$ cat src/rtl/hidden_delta.sv
// hidden_delta: back-propagation delta stage for one hidden layer.
// Captures a full input bundle, then serially accumulates
// delta[j] = sum_k w[k][j]*d[k] over the NN next-layer neurons (one k per
// cycle, all NC lanes in parallel). It then presents the deltas packed
// above the pass-through activations.
// Optional feature macro: HIDDEN_DELTA_RELU_EN. When defined, delta[j] is
// masked by the ReLU derivative (z[j] > 0). When undefined, the activation
// is linear and the z field is ignored.
module hidden_delta #(
   parameter  int NP = 4,
   parameter  int NC = 4,
   parameter  int NN = 4,
   parameter  int WC = 4,
   parameter  int WD = 4,
   localparam int WA = $clog2(NN) + WC + WD,
   localparam int IW = NP*WD + NC*WD + NN*WD + NN*NC*WC,
   localparam int OW = NP*WD + NC*WA
) (
   input  logic          iCLK,
   input  logic          iRST,
   input  logic          iValid_AS,
   output logic          oReady_AS,
   input  logic [IW-1:0] iData_AS,
   output logic          oValid_BS,
   input  logic          iReady_BS,
   output logic [OW-1:0] oData_BS
);

   localparam int KW   = (NN > 1) ? $clog2(NN) : 1;
   localparam int ZOFF = NP*WD;
   localparam int DOFF = ZOFF + NC*WD;
   localparam int WOFF = DOFF + NN*WD;
   localparam logic [KW-1:0] KLAST = KW'(NN-1);

   typedef enum logic [1:0] {IDLE, ACC, OUT} state_t;

   state_t                  state_q, state_d;
   logic [KW-1:0]           k_q, k_d;
   logic signed [WA-1:0]    acc_q [NC];
   logic signed [WA-1:0]    acc_d [NC];
   logic signed [WC+WD-1:0] prod  [NC];
   logic                    load;

   logic [NP*WD-1:0]        a_q;
   logic signed [WD-1:0]    d_q [NN];
   logic signed [WC-1:0]    w_q [NN][NC];
`ifdef HIDDEN_DELTA_RELU_EN
   logic signed [WD-1:0]    z_q [NC];
`else
   logic                    unusedZ;
   assign unusedZ = ^iData_AS[DOFF-1:ZOFF];
`endif

   // One full-precision product per lane for the current next-layer neuron k
   always_comb begin
      for (int j = 0; j < NC; j++) begin
         prod[j] = (WC+WD)'(w_q[k_q][j]) * (WC+WD)'(d_q[k_q]);
      end
   end

   // Next-state, accumulator update and handshake outputs
   always_comb begin
      state_d   = state_q;
      k_d       = k_q;
      load      = 1'b0;
      oReady_AS = 1'b0;
      oValid_BS = 1'b0;
      for (int j = 0; j < NC; j++) begin
         acc_d[j] = acc_q[j];
      end
      unique case (state_q)
         IDLE: begin
            oReady_AS = 1'b1;
            if (iValid_AS) begin
               load    = 1'b1;
               state_d = ACC;
               k_d     = '0;
               for (int j = 0; j < NC; j++) begin
                  acc_d[j] = '0;
               end
            end
         end
         ACC: begin
            for (int j = 0; j < NC; j++) begin
               acc_d[j] = acc_q[j] + WA'(prod[j]);
            end
            if (k_q == KLAST) begin
               state_d = OUT;
`ifdef HIDDEN_DELTA_RELU_EN
               for (int j = 0; j < NC; j++) begin
                  if (z_q[j][WD-1] || (z_q[j] == '0)) begin
                     acc_d[j] = '0;
                  end
               end
`endif
            end else begin
               k_d = k_q + KW'(1);
            end
         end
         OUT: begin
            oValid_BS = 1'b1;
            oReady_AS = iReady_BS;
            if (iReady_BS) begin
               if (iValid_AS) begin
                  load    = 1'b1;
                  state_d = ACC;
                  k_d     = '0;
                  for (int j = 0; j < NC; j++) begin
                     acc_d[j] = '0;
                  end
               end else begin
                  state_d = IDLE;
               end
            end
         end
         default: state_d = IDLE;
      endcase
   end

   // State, index counter and accumulators; reset discards any in-flight work
   always_ff @(posedge iCLK or posedge iRST) begin
      if (iRST) begin
         state_q <= IDLE;
         k_q     <= '0;
         for (int j = 0; j < NC; j++) begin
            acc_q[j] <= '0;
         end
      end else begin
         state_q <= state_d;
         k_q     <= k_d;
         for (int j = 0; j < NC; j++) begin
            acc_q[j] <= acc_d[j];
         end
      end
   end

   // Capture the whole input bundle so the source may change the bus afterwards
   always_ff @(posedge iCLK or posedge iRST) begin
      if (iRST) begin
         a_q <= '0;
         for (int k = 0; k < NN; k++) begin
            d_q[k] <= '0;
            for (int j = 0; j < NC; j++) begin
               w_q[k][j] <= '0;
            end
         end
`ifdef HIDDEN_DELTA_RELU_EN
         for (int j = 0; j < NC; j++) begin
            z_q[j] <= '0;
         end
`endif
      end else if (load) begin
         a_q <= iData_AS[NP*WD-1:0];
         for (int k = 0; k < NN; k++) begin
            d_q[k] <= iData_AS[DOFF + k*WD +: WD];
            for (int j = 0; j < NC; j++) begin
               w_q[k][j] <= iData_AS[WOFF + (k*NC + j)*WC +: WC];
            end
         end
`ifdef HIDDEN_DELTA_RELU_EN
         for (int j = 0; j < NC; j++) begin
            z_q[j] <= iData_AS[ZOFF + j*WD +: WD];
         end
`endif
      end
   end

   // Output packing: activations in the low bits, deltas above them
   always_comb begin
      oData_BS            = '0;
      oData_BS[NP*WD-1:0] = a_q;
      for (int j = 0; j < NC; j++) begin
         oData_BS[NP*WD + j*WA +: WA] = acc_q[j];
      end
   end

endmodule

$ cat config.mk
export PLATFORM = sky130hd
export DESIGN_NAME = hidden_delta
export DESIGN_NICKNAME = d
export VERILOG_FILES = /design/src/rtl/hidden_delta.sv
export SDC_FILE = /design/constraint.sdc
export NUM_CORES = 1
export LEC_CHECK = 0
export CAP_MARGIN = 20
export CORE_UTILIZATION = 65
export CTS_BUF_LIST = sky130_fd_sc_hd__clkbuf_4
export DETAILED_ROUTE_END_ITERATION = 7
export DONT_BUFFER_PORTS = 1
export GPL_TIMING_DRIVEN = 0
export PLACE_DENSITY = 0.81
export SLEW_MARGIN = 20
export SYNTH_ARGS = -nofsm -noshare
export SYNTH_HDL_FRONTEND = slang
export SYNTH_SLANG_ARGS = --single-unit
$ cat constraint.sdc
create_clock -name iCLK -period 5.7 [get_ports iCLK]
set_input_delay 1.14 -clock iCLK [delete_from_list [all_inputs] [get_ports iCLK]]
set_output_delay 1.14 -clock iCLK [all_outputs]
set_load 0.1 [all_outputs]
Yosys cells after proc, flatten, opt, wreduce, memory -nomap -nowiden

Index checks and enable logic that the tools add are counted.

Reduce and logical (&&, ||, !) cells: 5
Multiplexer cells: 23
Multiply operators: 4
Equal/unequal tests: 7
Bitwise logic cells: 1
Add/subtract/negate cells: 5
Order comparisons: 1

Operators by type and width:

| kind                | number |
|---|---|
| $pmux 40 s3         | 1 |
| $mux 40             | 2 |
| $add 10x8->10       | 4 |
| $bmux 16 s2         | 1 |
| $mul 4x4->8         | 4 |
| $mux 16             | 2 |
| $mux 2              | 6 |
| $pmux 2 s3          | 2 |
| $bmux 4 s2          | 1 |
| $mux 4              | 2 |
| $ne 2x2->1 const B  | 4 |
| $reduce_and 3->1    | 2 |
| $eq 2x2->1 const B  | 2 |
| $mux 1              | 4 |
| $pmux 1 s2          | 2 |
| $ge 3x3->1 const B  | 1 |
| $not 2->3           | 1 |
| $reduce_bool 3->1   | 1 |
| $add 2x1->2 const B | 1 |
| $eq 2x1->1 const B  | 1 |
| $logic_not 2->1     | 1 |
| $reduce_and 2->1    | 1 |

Flip-flop bits (word level): 140

Longest topological paths before layout

Depth in word-level cells: 7
Depth in mapped cells: 18
Mapped depth without buffers: 17

Least setup slack after synthesis

Ideal clock, no wire load.

Path kind: flip-flop to flip-flop
From: register k_q[1]
To: register acc_q, in the netlist oData_BS[54]
Data required time: 5566 ps
Stages on the path, launching flop included: 18
Arrival time: 4463 ps
Library setup time: 134 ps
Setup slack: 1103 ps
Clock period less this slack: 4597 ps
Buffers on the path: 2
Cells stage by stage: dfrtp_1 -> buf_2 -> mux2_2 -> o21ai_1 -> buf_2 -> inv_1 -> fa_1 -> inv_1 -> fa_1 -> fa_1 -> inv_1 -> fa_1 -> a21o_1 -> a21oi_1 -> o21bai_1 -> a21oi_1 -> xor2_1 -> o21ai_0

Word-level cells in the longest chain between the ends: 7
Elaborated cells on any way between the ends: 10

Ends and longest elaborated chain:

| item                                                                        | line | text |
|---|---|---|
| start: declaration                                                          | 38   | `logic [KW-1:0] k_q, k_d;` |
| start signal: assignment                                                    | 130  | `k_q <= k_d;` |
| $not 2->3 (not written as such) *                                           | 57   | `prod[j] = (WC+WD)'(w_q[k_q][j]) * (WC+WD)'(d_q[k_q]);` |
| $bmux 16 s2 / $bmux 4 s2 (equally long branches)                            | 57   |  |
| $mux 16 (not written as such) / $mux 4 (equally long branches) (2 in a row) | 57   |  |
| $mul 4x4->8 *                                                               | 57   |  |
| $add 10x8->10 *                                                             | 85   | `acc_d[j] = acc_q[j] + WA'(prod[j]);` |
| $pmux 40 s3 *                                                               | 71   | `unique case (state_q)` |
| end signal: indexed assignment                                              | 132  | `acc_q[j] <= acc_d[j];` |
| end: declaration                                                            | 39   | `logic signed [WA-1:0] acc_q [NC];` |

Mark *: on every way between the ends. The rest lies on a longest branch, timed or not. The select of a mux whose other input is x is not followed.
A chain may end at the register's enable or synchronous reset.

Final worst setup path

From: register k_q[1]
To: register acc_q, in the netlist oData_BS[44]

Word-level cells in the longest chain between the ends: 7
Elaborated cells on any way between the ends: 10

Ends and longest elaborated chain:

| item                                                  | line |
|---|---|
| $not 2->3 (not written as such) *                     | 57 |
| $bmux 16 s2 / $bmux 4 s2 (equally long branches)      | 57 |
| $mux 16 / $mux 4 (equally long branches) (2 in a row) | - |
| $mul 4x4->8 *                                         | 57 |
| $add 10x8->10 *                                       | 85 |
| $pmux 40 s3 *                                         | 71 |

Marks and branches as above.

==> impl_metrics.csv <==
group,metric,value,unit
clocking,path_clk_slew,140,ps
drt,dr.pass1.iters,4,
synthesis,synth_compound_area_share,5.05,%
clocking,htreeDepth,4,
final_layout,mostFrequentLayoutCells,"nand2_1 (337), inv_1 (159), dfrtp_1 (140)",
place,dp_hpwl,16.9,mm
clocking,cts-root-buf,"clkbuf_4",
die,fp.dieH,126,um
drt,postRouteAntennaNets,0,
global_route,grt_pass1_vias,7466,
die,core-area,0.0148,mm2
synthesis,synth_edf_count,0,
timing,fin_skew,18.7,ps
final_layout,mostFrequentLayoutCell,"nand2_1",
synthesis,synth_ff_type,"dfrtp_1",
status,status,"finished clean",
die,ioPinCount,174,
synthesis,async_flop_share,100,%
timing,hold_violations,0,
critical_path,cp-start-kind,"flip-flop",
timing,setup_tns,0,ps
place,place_congestion,0.893,
global_route,antenna_found_initial,1,
synthesis,muxShareOfSynthArea,4.94,%
critical_path,crit_fanout,10,
timing,rsz0062_at_grt,"no",
synthesis,synth.cell_area,0.0100,mm2
timing,tightest_slew,1110,ps
critical_path,crit_top_cell,"fa_1",
clocking,cts_max_path_buffers,2,
final_layout,nets,1385,
synthesis,syn_nets,1363,
die,die_width,126,um
run,maxCapViolCount,0,
clocking,clkSinkCount,140,
critical_path,worst_ep_arrival_time,5840,ps
timing,fin_crit_sh,94.6,%
synthesis,synthXorXnorAreaFrac,4.00,%
drt,post_drt_wl_per_cell,16.5,um
place,numPortBuffers,0,
timing,fin_crit,5390,ps
min_path,hold_class,"primary input to asynchronous set/reset pin",
synthesis,synthSimpleGateAreaFrac,17.9,%
timing,clock.fmax,186,MHz
critical_path,r2r.worst_path.cells,17,
timing,report.final.setup_viol,0,
critical_path,r2r_slack,310,ps
final_layout,final_core_util,72.1,%
clocking,clock_latency,580,ps
critical_path,reg2reg_from,"k_q[1]",
final_layout,finalInstanceArea,0.0106,mm2
global_route,grt_pass1_wl,35.9,mm
drt,drt-total-wl,21.6,mm
drt,drt_iter0_drc,383,
critical_path,worstSetupStartpoint,"k_q[1]",
synthesis,ys_warn_count,0,
critical_path,cp_data_required_time,6150,ps
critical_path,r2r_end,"oData_BS[44]",
synthesis,ys_ff_latch,140,
synthesis,yosysSeqAreaShare,35.0,%
clocking,holdBufCountCts,0,
synthesis,synth.distinct_cells,28,
final_layout,fill_cells,1101,
die,dieArea,0.0159,mm2
critical_path,max_stage_delay,550,ps
critical_path,path_class,"flip-flop to flip-flop",
global_route,grt_overflow,0,
final_layout,layout-drive-gt1-share,6.49,%
drt,dr_total_vias,7186,
final_layout,ff_latch_area,0.00350,mm2
drt,via_per_inst,5.48,
clocking,cts_tree,"yes",
critical_path,worst_setup_path_end_kind,"flip-flop",
final_layout,area_delta_synth_final,6.30,%
synthesis,synth_top_family_by_area,"adder cells",
timing,slew_headroom,25.6,%
die,start_util,67.8,%
place,place_area,0.0103,mm2
synthesis,syn_inst,1090,
global_route,grt_max_degree,106,
clocking,cts-buffers-inserted,17,
die,rows,44,
critical_path,critPathCapture,"oData_BS[44]",
critical_path,crit_slowest_cell,"fa_1",
critical_path,critical_path.cell_chain,"buf_2 -> mux2_2 -> o21ai_2 -> buf_2 -> inv_1 -> fa_1 -> inv_1 -> fa_1 -> fa_1 -> inv_1 -> fa_1 -> a21o_1 -> a21oi_1 -> o21bai_1 -> a21oi_1 -> xor2_1 -> o21ai_0",
timing,final-max-slew-violation-count,0,
drt,drc_errors,0,
final_layout,multiInputGateArea,0.00571,mm2
synthesis,synth.avg_cell_area,9.18,um2
global_route,grtUsageTotal,29.4,%
synthesis,synth-adder-area-share,25.0,%
==> state kept, by name, indices dropped and copies added, names as in the netlist <==
| signal | cells |
|---|---|
| a_q | 16 |
| k_q | 2 |
| w_q | 64 |
| oData_BS | 40 |
| state_q | 2 |
| d_q | 16 |
==> worst max-delay path, delay by kind of cell (launching register included) <==
family,cells,cell delay (ps)
buffers and inverters,5,980
xor gates and xnor gates,1,170
muxes,1,380
AOI/OAI and AO/OA,6,1210
adders and majority gates,4,2040
DFF,1,480
==> layer usage <==
layer	global-route usage, %	routed length [um]	vias to the layer above
li1	-	-	3443
met1	38.1	9410	3476
met2	48.1	10200	222
met3	6.63	1410	45
met4	12.0	634	0
met5	0	0	-
==> how the worst min path moves through the flow <==
stage,startpoint,to
floorplan,d_q[10],d_q[10]
global placement,w_q[3],w_q[3]
detailed placement,d_q[9],d_q[9]
CTS,iRST,w_q[16]
global route,iRST,w_q[16]
finish,iRST,w_q[50]
==> logic make-up (layout without fill, tap and decap cells) <==
| logic type | after synthesis | after routing |
|---|---|---|
| adders and majority gates | 157 | 157 |
| AOI/OAI and AO/OA | 91 | 91 |
| other | 0 | 2 |
| muxes | 22 | 22 |
| and+or+nand+nor | 429 | 429 |
| buffers and inverters | 207 | 242 |
| DFF | 140 | 140 |
| xor gates and xnor gates | 44 | 44 |
==> synthesized netlist by cell type, drive strengths merged, types with 8 or more instances <==
cell | instances | share of area (%)
a21o | 8 | 0.60
nand2 | 337 | 13
xor2 | 13 | 1.1
o21bai | 12 | 0.90
xnor2 | 31 | 2.9
clkbuf | 34 | 1.3
buf | 13 | 0.71
fa | 72 | 14
and2 | 41 | 2.7
a21oi | 20 | 1.0
dfrtp | 140 | 35
nor2 | 10 | 0.38
nand3 | 24 | 1.2
inv | 160 | 6.0
ha | 85 | 11
o21ai | 51 | 2.6
mux4 | 19 | 4.6
nor4 | 8 | 0.50
==> area by class of cell <==
cell class              count  share of cell area (%)
multi-input cells         743                    53.7
flip-flops and latches    140                    32.9
inverters                 160                    5.72
well taps                 184                    2.16
plain buffers              47                    1.87
clock inverters            15                    1.81
clock buffers              17                    1.20
repair buffers              3                   0.553
diodes                      2                  0.0471
==> through the flow <==
stage,worst slack [ps],instances,hold slack [ps]
2_1_floorplan,807,1090,437
3_3_place_gp,-754,1274,449
3_5_place_dp,172,1277,455
4_1_cts,115,1309,328
5_1_grt,152,1311,345
6_report,310,1311,341
==> timing repair <==
item / CTS / global route
gates resized for setup: 0 / 1
setup endpoints to repair: 0 / 5
setup buffers: 0 / 0
Power is not shown: default switching activity piles up to over one toggle a cycle in this logic, so the estimate is an artifact.
